===== src/rtl/regfile_sequencer.sv =====
// Three-state instruction sequencer for a 4 x 8-bit register file.
// Each instruction is read in EXEC, computed in an internal ALU and written back in WB.
module regfile_sequencer (
  input  logic        clk,
  input  logic        reset,
  input  logic        instr_valid,
  output logic        instr_ready,
  input  logic [15:0] instr,
  input  logic        hold,
  input  logic [7:0]  operand_a,
  input  logic [7:0]  operand_b,
  output logic [1:0]  a_sel,
  output logic [1:0]  b_sel,
  output logic [1:0]  dest_sel,
  output logic        load_enable,
  output logic [7:0]  reg_data,
  output logic        done,
  output logic        illegal,
  output logic        zero_flag,
  output logic        carry_flag,
  output logic [7:0]  retired_count
);

  // state | meaning
  // IDLE  | instr_ready high, waiting for a valid instruction
  // EXEC  | read selects driven from ir, ALU result captured when hold is low
  // WB    | write strobe and done pulse when hold is low, then retire
  typedef enum logic [1:0] {
    S_IDLE = 2'd0,
    S_EXEC = 2'd1,
    S_WB   = 2'd2
  } state_t;

  localparam logic [3:0] OP_ADD = 4'd1;
  localparam logic [3:0] OP_SUB = 4'd2;
  localparam logic [3:0] OP_AND = 4'd3;
  localparam logic [3:0] OP_OR  = 4'd4;
  localparam logic [3:0] OP_XOR = 4'd5;
  localparam logic [3:0] OP_MOV = 4'd6;
  localparam logic [3:0] OP_LDI = 4'd7;

  state_t      state_q, state_d;
  logic [15:0] ir_q, ir_d;
  logic [7:0]  res_q, res_d;
  logic        zero_q, zero_d;
  logic        carry_q, carry_d;
  logic [7:0]  count_q, count_d;

  logic [3:0]  op;
  logic        writes;
  logic        is_arith;
  logic [8:0]  sum9;
  logic [8:0]  diff9;
  logic [7:0]  alu_res;
  logic        alu_carry;

  assign op       = ir_q[15:12];
  assign writes   = (op != 4'd0) && !op[3];
  assign is_arith = (op == OP_ADD) || (op == OP_SUB);
  assign sum9     = {1'b0, operand_a} + {1'b0, operand_b};
  assign diff9    = {1'b0, operand_a} - {1'b0, operand_b};

  // SUB reports no-borrow, i.e. carry is set when A >= B
  always_comb begin
    alu_res   = 8'h00;
    alu_carry = 1'b0;
    case (op)
      OP_ADD: begin
        alu_res   = sum9[7:0];
        alu_carry = sum9[8];
      end
      OP_SUB: begin
        alu_res   = diff9[7:0];
        alu_carry = ~diff9[8];
      end
      OP_AND:  alu_res = operand_a & operand_b;
      OP_OR:   alu_res = operand_a | operand_b;
      OP_XOR:  alu_res = operand_a ^ operand_b;
      OP_MOV:  alu_res = operand_a;
      OP_LDI:  alu_res = ir_q[7:0];
      default: alu_res = 8'h00;
    endcase
  end

  always_comb begin
    state_d = state_q;
    ir_d    = ir_q;
    res_d   = res_q;
    zero_d  = zero_q;
    carry_d = carry_q;
    count_d = count_q;
    case (state_q)
      S_IDLE: begin
        if (instr_valid) begin
          ir_d    = instr;
          state_d = S_EXEC;
        end
      end
      S_EXEC: begin
        if (!hold) begin
          res_d   = alu_res;
          state_d = S_WB;
          if (is_arith) carry_d = alu_carry;
          if (writes)   zero_d  = (alu_res == 8'h00);
        end
      end
      S_WB: begin
        if (!hold) begin
          count_d = count_q + 8'd1;
          state_d = S_IDLE;
        end
      end
      default: state_d = S_IDLE;
    endcase
  end

  always_ff @(posedge clk or posedge reset) begin
    if (reset) begin
      state_q <= S_IDLE;
      ir_q    <= 16'h0000;
      res_q   <= 8'h00;
      zero_q  <= 1'b0;
      carry_q <= 1'b0;
      count_q <= 8'h00;
    end else begin
      state_q <= state_d;
      ir_q    <= ir_d;
      res_q   <= res_d;
      zero_q  <= zero_d;
      carry_q <= carry_d;
      count_q <= count_d;
    end
  end

  // Strobes depend on hold directly so a held WB never writes
  logic busy;
  logic in_wb;

  assign busy          = (state_q != S_IDLE);
  assign in_wb         = (state_q == S_WB);
  assign instr_ready   = !busy;
  assign a_sel         = busy ? ir_q[9:8]   : 2'd0;
  assign b_sel         = busy ? ir_q[7:6]   : 2'd0;
  assign dest_sel      = busy ? ir_q[11:10] : 2'd0;
  assign done          = in_wb && !hold;
  assign load_enable   = done && writes;
  assign illegal       = done && op[3];
  assign reg_data      = in_wb ? res_q : 8'h00;
  assign zero_flag     = zero_q;
  assign carry_flag    = carry_q;
  assign retired_count = count_q;

endmodule


===== config.mk =====
export PLATFORM = sky130hd
export DESIGN_NAME = regfile_sequencer
export DESIGN_NICKNAME = d
export VERILOG_FILES = /design/src/rtl/regfile_sequencer.sv
export SDC_FILE = /design/constraint.sdc
export NUM_CORES = 1
export LEC_CHECK = 0
export BUFFER_PORTS_ARGS = -buffer_cell sky130_fd_sc_hd__buf_4
export CORE_MARGIN = 2
export CORE_UTILIZATION = 55
export CTS_CLUSTER_SIZE = 24
export DETAILED_ROUTE_END_ITERATION = 10
export PLACE_DENSITY = 0.83
export SYNTH_ARGS = -nofsm -noshare
export SYNTH_HDL_FRONTEND = slang
export SYNTH_SLANG_ARGS = --single-unit

===== constraint.sdc =====
create_clock -name clk -period 2.35 [get_ports clk]
set_input_delay 0.235 -clock clk [delete_from_list [all_inputs] [get_ports clk]]
set_output_delay 0.235 -clock clk [all_outputs]
set_load 0.02 [all_outputs]

After elaboration in Yosys (flattened, before gate mapping). Index checks and enable logic that the tools add are counted.

Add/sub/neg operators: 3. Multipliers: 0. Div/mod/pow operators: 0. $lt $le $gt $ge: 0. Equal/unequal tests: 12. Shifts and indexed selects: 0. Muxes and demuxes: 10. Bitwise gates (word level): 5. Reductions and logical operators: 18.

Operators by type and width (number): $pmux 8 s7 (1); $eq 4x3->1 const B (4); $mux 2 (6); $add 8x8->9 (1); $reduce_and 3->1 (3); $sub 8x8->9 (1); $add 8x1->8 const B (1); $and 8x8->8 (1); $eq 4x2->1 const B (2); $logic_not 8->1 (1); $mux 8 (1); $or 8x8->8 (1); $xor 8x8->8 (1); $ne 2x2->1 const B (3); $pmux 2 s3 (1); $reduce_and 2->1 (3); $eq 4x1->1 const B (1); $logic_and 1x1->1 (4); $reduce_bool 4->1 (1); $logic_not 1->1 (3); $eq 2x1->1 const B (1); $eq 2x2->1 const B (1); $logic_not 2->1 (1); $not 1->1 (2); 3 further kinds (3).

Register bits after elaboration: 36. Bits in latches: 0. Bits in writable memories: 0. ROM bits: 0. Input port bits: 36. Output and inout port bits: 28. Word-level logic and storage cells: 54. Memories kept: 0.

Logic depth before layout (Yosys ltp). Gate-level depths: netlist of the first run.

Depth in word-level cells: 3. Gate-level depth with buffers: 11.

Worst setup path before layout of the first run. No wires, ideal clock.

Kind: input-to-reg. From: input operand_a[0]. To: register zero_q, in the netlist zero_flag. Library setup time: 0.066 ns. Arrival: 2.278 ns. Slack: 0.006 ns. Stages on the path: 10. Path buffers: 0. Cell sequence: ha_1 inv_1 fa_1 xor2_1 o22ai_2 a2111oi_4 nand2_1 or4_1 nor4_2 a22o_1.

Longest elaborated chain between the ends: 3. Elaborated cells on any way between the ends: 7.

RTL lines: start, declared (RTL line 10) `input logic [7:0] operand_a,`; $sub 8x8->9, or another cell as far along (RTL line 61) `assign diff9 = {1'b0, operand_a} - {1'b0, operand_b};`; $pmux 8 s7 (*) (RTL line 67) `case (op)`; $logic_not 8->1 (*) (RTL line 104) `if (writes) zero_d = (alu_res == 8'h00);`; end signal, assigned (RTL line 129) `zero_q <= zero_d;`; end, declared (RTL line 45) `logic zero_q, zero_d;`.

Every way passes the cells marked *; elsewhere a longest branch is shown, timed or not. A chain may end at the register's enable or synchronous reset.

Worst setup path in the final report of the first run.
From: register ir_q[12]. To: register zero_q, in the netlist zero_flag.

Longest elaborated chain between the ends: 3. Elaborated cells on any way between the ends: 12.

RTL lines: start, declared (RTL line 43) `logic [15:0] ir_q, ir_d;`; start signal, assigned (RTL line 127) `ir_q <= ir_d;`; $eq 4x3->1, or another cell as far along (RTL line 67); $pmux 8 s7 / $logic_and 1x1->1 (equally long branches) (RTL line 67, 58); $logic_not 8->1 / $reduce_and 3->1 (equally long branches).

Several ways; a longest one is shown, not always the timed one.

==> run_results.csv, run 1 <==
group,metric,value,unit
sta,fin_crit_sh,96.0,%
yosys,synth_compound_area_share,18.1,%
critical_path,arrival,2490,ps
power,swShare,41.0,%
critical_path,r2r_setup_slack,90,ps
power,p_total,3560,uW
layout,drive_gt1_share,35.1,%
cts,clock-sinks,36,
placement,place.gp.congestion,1.00,
floorplan,die_h,76.7,um
yosys,syn-num-nets,368,
min_path,worstHoldPathType,"primary input to async pin",
floorplan,rows,26,
yosys,ys_ff_latch,36,
floorplan,initial_utilization,56.9,%
layout,utilization,74.4,%
detailed_routing,vias,2652,
sta,min_period,2260,ps
power,p_int,2100,uW
yosys,synth_edf_count,0,
yosys,async_flop_share,100,%
grt,grt_pass1_vias,2622,
sta,clock_skew,3.28,ps
yosys,synth-xor-area-share,3.31,%
floorplan,dieArea,0.00588,mm^2
critical_path,crit_chain,"buf_4 > buf_4 > nand2_1 > a211oi_1 > a311oi_2 > o221ai_1 > or4_1 > nor4_2 > a22o_1",
sta,setup-violations-final,0,
placement,port_buffers,63,
yosys,synth_top_family_by_area,"simple AND/OR/NAND/NOR gates",
flow_run,cap_violations,0,
cts,ctsLongestPathBuffers,2,
status,outcome,"complete, no violations",
power,seq_power_share,31.3,%
placement,dp_hpwl,6170,um
placement,dp.cells,459,
critical_path,worstPathMaxFanout,11,
sta,tightestPinTransition,497,ps
layout,layout.cells.non_filler,469,
layout,area_growth,30.6,%
sta,fmax,443,MHz
grt,grt_pass1_wl,12600,um
power,p_per_area,938,mW/mm^2
detailed_routing,ant_nets,0,
sta,hold_viol,0,
sta,slew_headroom,66.7,%
sta,slew_viol_final,0,
critical_path,worstSetupEndpointType,"flip-flop",
power,vdd_drop_max,0.000512,V
cts,numCtsBuffers,5,
critical_path,max_stage_delay,570,ps
cts,clkTransAtPathRegs,70,ps
yosys,synth.distinct_cells,57,
grt,overflow,0,
grt,groute.usage.overall,26.7,%
floorplan,ios,64,
cts,cts_tree,"yes",
yosys,synthAdderAreaFrac,12.6,%
yosys,yosysWarningCount,0,
grt,grt_max_degree,37,
critical_path,r2r_end,"zero_flag$_DFFE_PP0P_",
yosys,avgSynthCellArea,9.57,um^2
yosys,syn-instance-count,304,
yosys,synthesis.area,0.00291,mm^2
detailed_routing,routed_wirelength,7760,um
grt,antenna_found_initial,0,
power,pwr-share-comb,55.7,%
floorplan,die_x,76.7,um
critical_path,path_common_cell,"buf_4",
power,p_switching,1460,uW
detailed_routing,wl_per_cell,16.5,um
detailed_routing,vias_per_cell,5.65,
yosys,yosys.area_share.simple,18.5,%
layout,antennaDiodeCount,0,
cts,postCtsHoldBufs,0,
power,p_leak,0.00181,uW
cts,cts_max_level,2,
yosys,muxShareOfSynthArea,10.2,%
critical_path,worst_path_max_delay_cell,"or4_1",
critical_path,crit_type,"flip-flop to flip-flop",
cts,root_buffer,"clkbuf_8",
yosys,seq_area_frac_synth,31.0,%
power,clockPowerShare,13.0,%
critical_path,rr_startpoint,"ir_q[12]$_DFFE_PP0P_",
critical_path,reg2reg_depth,9,
floorplan,core-area,0.00511,mm^2
critical_path,worstPathRequired,2580,ps
critical_path,start_kind,"flip-flop",
detailed_routing,firstDrtPassIters,4,
yosys,synth_ff_type,"dfrtp_1",
layout,nets,462,
cts,insertion_delay,290,ps
detailed_routing,post-route-drc-count,0,
detailed_routing,drt_iter0_drc,252,
==> worst max path at each step <==
stage                               from  slack, ps  depth (start not counted)                     to
CTS                 ir_q[12]$_DFFE_PP0P_         10                          7  zero_flag$_DFFE_PP0P_
finish              ir_q[12]$_DFFE_PP0P_         90                          9  zero_flag$_DFFE_PP0P_
floorplan                   operand_a[0]          6                         10  zero_flag$_DFFE_PP0P_
detailed placement          operand_a[0]       -250                         11  zero_flag$_DFFE_PP0P_
global placement            operand_a[0]       -160                         11  zero_flag$_DFFE_PP0P_
global route        ir_q[14]$_DFFE_PP0P_         -1                          8  zero_flag$_DFFE_PP0P_
==> final cells by class <==
class                   count  area, um^2
multi-input cells         227        1840
repair buffers            102         778
flip-flops and latches     36         905
clock inverters             1        7.51
fillers                   393        1310
well taps                  70        87.6
clock buffers               7        86.3
inverters                  26        97.6
==> worst max-delay path: cells and delay by family, from the launching register on <==
family / cells / cell delay [ps]
buffers and inverters: 2 / 320
DFF: 1 / 500
and+or+nand+nor: 3 / 780
AOI/OAI and AO/OA: 4 / 610
==> logic make-up after synthesis <==
| logic type | Yosys count |
|---|---|
| XOR/XNOR | 11 |
| flip-flops | 36 |
| buffers and inverters | 41 |
| AO/OA/AOI/OAI | 70 |
| adder cells (fa/ha/maj) | 28 |
| multiplexers | 26 |
| AND/OR/NAND/NOR | 92 |
==> metal layers <==
layer  part of all wire [%]  vias up  routed length [um]  GRT usage [%]
li1                       -     1278                   -              -
met1                     42     1275                3280           33.7
met2                     51       87                3990           47.1
met3                    4.7       12                 364           4.59
met4                    1.6        0                 122           6.91
met5                      0        -                   0              0
==> placed cells by master, fill, tap and decap left out, types with 4 or more instances in the layout <==
master	Yosys	routed
mux2i_1	7	7
xnor2_1	8	8
mux2_2	18	18
nor3_1	4	4
a21oi_1	12	12
buf_4	0	101
a22o_1	9	9
nand3b_1	4	4
nand2_1	16	16
nor2_1	12	12
nor2b_1	13	12
dfrtp_1	36	33
nand2b_1	7	7
o21ai_0	6	5
o21ai_1	5	6
a211oi_1	7	7
inv_1	26	26
clkbuf_8	0	6
and2_1	11	11
ha_1	26	26
o22ai_1	6	6
==> power groups by stage <==
stage | Clock (uW) | Sequential (uW) | Combinational (uW)
floorplan | 0 | 1040 | 1220
global placement | 0 | 1090 | 1870
detailed placement | 0 | 1110 | 1930
CTS | 470 | 1100 | 1940
global route | 497 | 1140 | 2130
finish | 463 | 1110 | 1990
==> registers in the layout, indices dropped and copies added, names as in the netlist <==
name	count
carry_flag	1
ir_q	16
res_q	8
retired_count	8
state_q	2
zero_flag	1
==> Yosys cell counts (2+ instances only) <==
master / count / area (um^2)
nor2b_1: 13 / 81.3
nor4_1: 3 / 18.8
ha_1: 26 / 325
and2_1: 11 / 68.8
mux2_2: 18 / 203
nor2_1: 12 / 45.0
and3_1: 2 / 12.5
nand2b_1: 7 / 43.8
buf_2: 6 / 30.0
dfrtp_1: 36 / 901
a211oi_1: 7 / 52.6
fa_1: 2 / 40.0
or4_1: 3 / 22.5
o2bb2ai_1: 2 / 17.5
o21ai_0: 6 / 30.0
clkbuf_1: 4 / 15.0
buf_6: 3 / 33.8
o21ai_1: 5 / 25.0
nand4_1: 3 / 18.8
a22o_1: 9 / 78.8
inv_1: 26 / 97.6
xnor2_1: 8 / 70.1
nand2_1: 16 / 60.1
o211ai_1: 3 / 22.5
nor3_1: 4 / 20.0
o221ai_1: 2 / 17.5
or2_1: 2 / 12.5
a21o_1: 2 / 15.0
a311oi_1: 3 / 26.3
or3b_1: 2 / 17.5
nand3b_1: 4 / 30.0
a21oi_1: 12 / 60.1
buf_1: 2 / 7.51
nor3b_1: 4 / 30.0
o22ai_1: 6 / 37.5
mux2i_1: 7 / 70.1
xor2_1: 3 / 26.3
==> through the flow <==
step	area (um^2)	setup WS, ps	TNS [ps]	hold WS [ps]
6_report	3800	93.5	0	54.2
5_1_grt	3800	-1.09	-1.09	102
4_1_cts	3770	9.86	0	61.0
3_5_place_dp	3670	-247	-379	373
3_3_place_gp	3670	-156	-190	363
2_1_floorplan	2910	5.77	0	349
==> timing repair <==
item	in CTS	in global routing
setup endpoints to repair	0	3
setup buffers	0	2
gates resized for setup	0	8
hold endpoints to repair	0	0
(Power assumes the default switching activity.)
==> inputs of run 2 (changes only) <==
Settings changed: PLACE_DENSITY 0.83 to default, PLACE_DENSITY_LB_ADDON from default to 0.05.
==> run 2 against run 1 <==
Die area stayed put. Largest power group unchanged. Power rose by 2.1%. Worst hold slack worse by 14 ps. Utilization increased by 0.51 points. Final area rose by 0.69%. Register-to-register slack lost 30 ps. Clock skew grew 10 ps. Critical endpoint unchanged.
==> run_results.csv, run 2 (synthesis results as in run 1) <==
group,metric,value,unit
power,vdd_drop_max,0.000795,V
power,p_leak,0.00183,uW
cts,insertion_delay,300,ps
sta,slew_headroom,66.7,%
sta,hold_viol,0,
detailed_routing,post-route-drc-count,0,
detailed_routing,vias,2622,
floorplan,initial_utilization,56.9,%
detailed_routing,routed_wirelength,7680,um
sta,fin_crit_sh,97.3,%
cts,postCtsHoldBufs,0,
status,outcome,"complete, no violations",
critical_path,crit_type,"flip-flop to flip-flop",
cts,cts_setup_buffers,0,
layout,most-common-layout-cells,"buf_4 (103), dfrtp_1 (35), inv_1 (26), ha_1 (26), mux2_2 (18)",
cts,clock-sinks,36,
floorplan,ios,64,
detailed_routing,wl_per_cell,16.3,um
grt,grt_pass1_vias,2674,
cts,numCtsBuffers,5,
layout,fillCellCount,375,
layout,drive_gt1_share,34.9,%
critical_path,arrival,2530,ps
detailed_routing,vias_per_cell,5.57,
sta,rsz0062_at_grt,"no",
placement,port_buffers,63,
placement,place.gp.congestion,0.930,
min_path,worstHoldPathType,"primary input to async pin",
sta,setup-violations-final,0,
floorplan,core-area,0.00511,mm^2
flow_run,cap_violations,0,
detailed_routing,drt_iter0_drc,129,
grt,grt_pass1_wl,12600,um
grt,groute.usage.overall,27.3,%
sta,fmax,437,MHz
sta,tightestPinTransition,497,ps
cts,clkTransAtPathRegs,80,ps
floorplan,die_h,76.7,um
placement,postPlaceCellArea,0.00370,mm^2
sta,hold_slack,39.9,ps
cts,cts_tree,"yes",
sta,slew_viol_final,0,
cts,ctsResizeCount,0,
floorplan,die_x,76.7,um
placement,dp_hpwl,5960,um
sta,min_period,2290,ps
layout,area_growth,31.5,%
detailed_routing,firstDrtPassIters,4,
critical_path,start_kind,"flip-flop",
layout,regMostFlops,"ir_q",
layout,stdcell_area,0.00382,mm^2
layout,antennaDiodeCount,0,
floorplan,dieArea,0.00588,mm^2
grt,overflow,0,
grt,grt_max_degree,37,
layout,largest_reg_flops,16,
layout,multi_input_area,0.00184,mm^2
cts,root_buffer,"clkbuf_8",
detailed_routing,ant_nets,0,
cts,cts_max_level,2,
layout,regArea,902,um^2
power,p_per_area,951,mW/mm^2
grt,antenna_found_initial,0,
layout,final_common_cell,"buf_4",
critical_path,worstPathRequired,2590,ps
sta,clock_skew,13.3,ps
floorplan,rows,26,
layout,nets,464,
cts,ctsLongestPathBuffers,2,
critical_path,worstSetupEndpointType,"flip-flop",
critical_path,worstPathMaxFanout,18,
run 2: cell count changes in the layout (fill, tap and decap cells not counted):
cell,previous run,this run
clkinv_2,0,1
nor2b_1,12,13
dfrtp_2,3,1
dfrtp_1,33,35
clkbuf_8,6,5
bufinv_16,0,1
buf_4,101,103
nand2b_1,7,6
clkinvlp_4,1,0
nor2b_2,1,0
nand2b_2,0,1
run 2: worst paths after layout:
kind | start | end | slack [ps] | depth (start not counted)
min reg2reg | state_q[1]$_DFFE_PP0P_ | state_q[0]$_DFFE_PP0P_ | 480 | 1
min in group clk | instr[7] | ir_q[7]$_DFFE_PP0P_ | 170 | 2
max reg2reg | ir_q[14]$_DFFE_PP0P_ | zero_flag$_DFFE_PP0P_ | 60 | 8
min | reset | res_q[7]$_DFFE_PP0P_ | 40 | 3
max | ir_q[14]$_DFFE_PP0P_ | zero_flag$_DFFE_PP0P_ | 60 | 8
max in group asynchronous | reset | ir_q[12]$_DFFE_PP0P_ | 1940 | 3
run 2: power by group:
part / leakage, uW / total, uW / internal, uW / switching [uW]
Combinational: 0.00132 / 2020 / 1020 / 1010
Sequential: 0.000451 / 1070 / 858 / 215
Clock: 0.0000552 / 541 / 315 / 226
run 2: cell type report:
class	count	share of cell area, %
Tap cell	70	2.29
Sequential cell	36	23.6
Clock buffer	6	1.90
Inverter	26	2.55
Timing Repair Buffer	104	20.7
Clock inverter	2	0.916
Multi-Input combinational cell	227	48.0
run 2: metrics by stage:
stage                     total power (uW)  std cells  util [%]  setup TNS [ps]  setup WS (ps)
after global placement                3030        463      72.5            -256           -174
after CTS                             3620        471      74.6               0           22.5
final                                 3640        471      74.9               0           63.8
after global routing                  3870        471      74.9               0           6.21
after detailed placement              3070        463      72.5            -295           -211
after floorplan                       2260        304         -               0           5.77
run 2: worst max-delay path, stage by stage (launching register included):
cell and delay (ps):
dfrtp_1 400, buf_4 210, nand3b_1 190, nor2_1 80, a311oi_2 260, o221ai_1 200, or4_1 570, nor4_2 170
a22o_1 160
run 2: routing by layer:
| metal | track usage (%) | wire, um | up-vias |
|---|---|---|---|
| li1 | - | - | 1279 |
| met1 | 34.4 | 3430 | 1246 |
| met2 | 47.3 | 3730 | 80 |
| met3 | 4.71 | 352 | 17 |
| met4 | 9.09 | 163 | 0 |
| met5 | 0 | 0 | - |
==> inputs of run 3 (changes only) <==
Settings changed: CORE_UTILIZATION 55 to 37, TNS_END_PERCENT from default to 10.
==> run 3 against run 2 <==
Non-clock buffer count is 2 higher. Die area rose by 46%. Sequential cell count unchanged. Global-route usage fell by 8.3 points. Critical path type is now primary input to flip-flop. Largest power group unchanged. Highest routed layer unchanged.
==> run_results.csv, run 3 (synthesis results as in run 1) <==
group,metric,value,unit
detailed_routing,ant_nets,0,
critical_path,worstPathMaxFanout,3,
power,p_per_area,930,mW/mm^2
placement,dp_hpwl,6230,um
cts,cts_tree,"yes",
power,clockPowerShare,14.6,%
sta,hold_viol,0,
critical_path,crit_chain,"buf_4 > ha_1 > inv_1 > fa_1 > xor2_1 > o22ai_2 > a2111oi_4 > nand2_1 > or4_1 > nor4_2 > a22o_1",
layout,regMostFlops,"ir_q",
floorplan,ios,64,
floorplan,die_x,92.7,um
critical_path,cp_num_cells,11,
grt,grt_pass1_vias,2598,
critical_path,worstSetupEndpointType,"flip-flop",
grt,grt_max_degree,37,
grt,overflow,0,
detailed_routing,drt_iter0_drc,86,
grt,grt_pass1_wl,12900,um
grt,groute.usage.overall,19.0,%
cts,clkTransAtPathRegs,70,ps
sta,clock_skew,4.94,ps
layout,most-common-layout-cells,"buf_4 (105), dfrtp_1 (35), inv_1 (26), ha_1 (26), mux2_2 (18)",
sta,tightestPinTransition,523,ps
sta,fin_crit_sh,96.5,%
layout,stdcell_area,0.00387,mm^2
layout,drive_gt1_share,34.2,%
layout,layout.cells.non_filler,505,
layout,final_common_cell,"buf_4",
power,swShare,39.1,%
critical_path,max_stage_delay,500,ps
power,seq_power_share,29.5,%
layout,area_growth,33.0,%
grt,antenna_found_initial,0,
detailed_routing,vias_per_cell,5.10,
detailed_routing,post-route-drc-count,0,
critical_path,path_buf_inv,2,
sta,fmax,441,MHz
power,p_int,2190,uW
cts,root_buffer,"clkbuf_8",
layout,nets,466,
cts,numCtsBuffers,5,
sta,slew_headroom,64.8,%
cts,ctsLongestPathBuffers,2,
critical_path,reg2reg_depth,8,
floorplan,die_h,92.7,um
detailed_routing,routed_wirelength,7600,um
power,p_leak,0.00184,uW
detailed_routing,wl_per_cell,15.1,um
placement,postPlaceCellArea,0.00375,mm^2
floorplan,dieArea,0.00858,mm^2
placement,dp.cells,496,
placement,place.gp.congestion,0.837,
critical_path,start_kind,"primary input",
sta,setup_tns,0,ps
floorplan,initial_utilization,37.8,%
detailed_routing,firstDrtPassIters,4,
layout,largest_reg_flops,16,
critical_path,crit_type,"primary input to flip-flop",
floorplan,core-area,0.00769,mm^2
layout,antennaDiodeCount,0,
critical_path,path_delay_family,"simple AND/OR/NAND/NOR gates",
cts,insertion_delay,280,ps
power,pwr-share-comb,55.8,%
critical_path,arrival,2490,ps
sta,min_period,2270,ps
sta,rsz0062_at_grt,"no",
cts,cts_max_level,2,
sta,setup-violations-final,0,
floorplan,rows,32,
power,vdd_drop_max,0.000429,V
placement,port_buffers,63,
sta,slew_viol_final,0,
critical_path,worst_path_max_delay_cell,"or4_1",
min_path,worstHoldPathType,"primary input to async pin",
flow_run,cap_violations,0,
power,p_total,3600,uW
sta,hold_slack,59.9,ps
critical_path,worstPathRequired,2570,ps
detailed_routing,vias,2574,
status,outcome,"complete, no violations",
cts,clock-sinks,36,
power,p_switching,1410,uW
==> run 3: cell count changes in the layout (fill, tap and decap cells not counted), sizes merged <==
| cell | delta |
|---|---|
| buf | +2 |
==> run 3: area by class of cell <==
class	instances	area [um^2]
Clock buffer	6	72.6
Clock inverter	2	35.0
Fill cell	789	3820
Inverter	26	97.6
Multi-Input combinational cell	227	1820
Sequential cell	36	902
Tap cell	102	128
Timing Repair Buffer	106	808
==> run 3: what timing repair did <==
action,CTS,global route
buffers inserted,0,1
hold buffers,0,0
resized for setup,0,2
endpoints found under the setup margin,0,2
==> run 3: worst register-to-register path, delay by kind of cell (launching register included) <==
family          cells  cell delay [ps]
flops               1              440
buf+inv             1              200
simple gates        4              960
compound gates      3              590
==> run 3: per-layer routing <==
layer / vias to the layer above / routed length (um) / track usage (%)
met5: - / 0 / 0
met3: 2 / 332 / 3.50
li1: 1285 / - / -
met4: 0 / 24 / 2.94
met2: 54 / 3570 / 31.0
met1: 1233 / 3670 / 26.8
==> run 3: worst paths after layout <==
kind / start / to / slack [ps]
max: operand_a[0] / zero_flag$_DFFE_PP0P_ / 80
min: reset / ir_q[6]$_DFFE_PP0P_ / 60
max reg2reg: ir_q[14]$_DFFE_PP0P_ / zero_flag$_DFFE_PP0P_ / 120
min reg2reg: state_q[1]$_DFFE_PP0P_ / state_q[0]$_DFFE_PP0P_ / 480
max in group asynchronous: reset / ir_q[13]$_DFFE_PP0P_ / 1940
min in group clk: instr[7] / ir_q[7]$_DFFE_PP0P_ / 180
==> run 3: stage by stage <==
| stage | util, % | setup slack [ps] |
|---|---|---|
| 2_1_floorplan | - | 5.77 |
| 3_3_place_gp | 48.8 | -188 |
| 3_5_place_dp | 48.8 | -229 |
| 4_1_cts | 50.2 | 54.1 |
| 5_1_grt | 50.3 | 1.43 |
| 6_report | 50.3 | 81.8 |
==> run 3: power groups by stage <==
stage               Clock [uW]  Sequential, uW  Combinational, uW
floorplan                    0            1040               1220
global placement             0            1070               1990
detailed placement           0            1070               2000
CTS                        548            1060               2000
global route               576            1100               2200
finish                     527            1060               2010
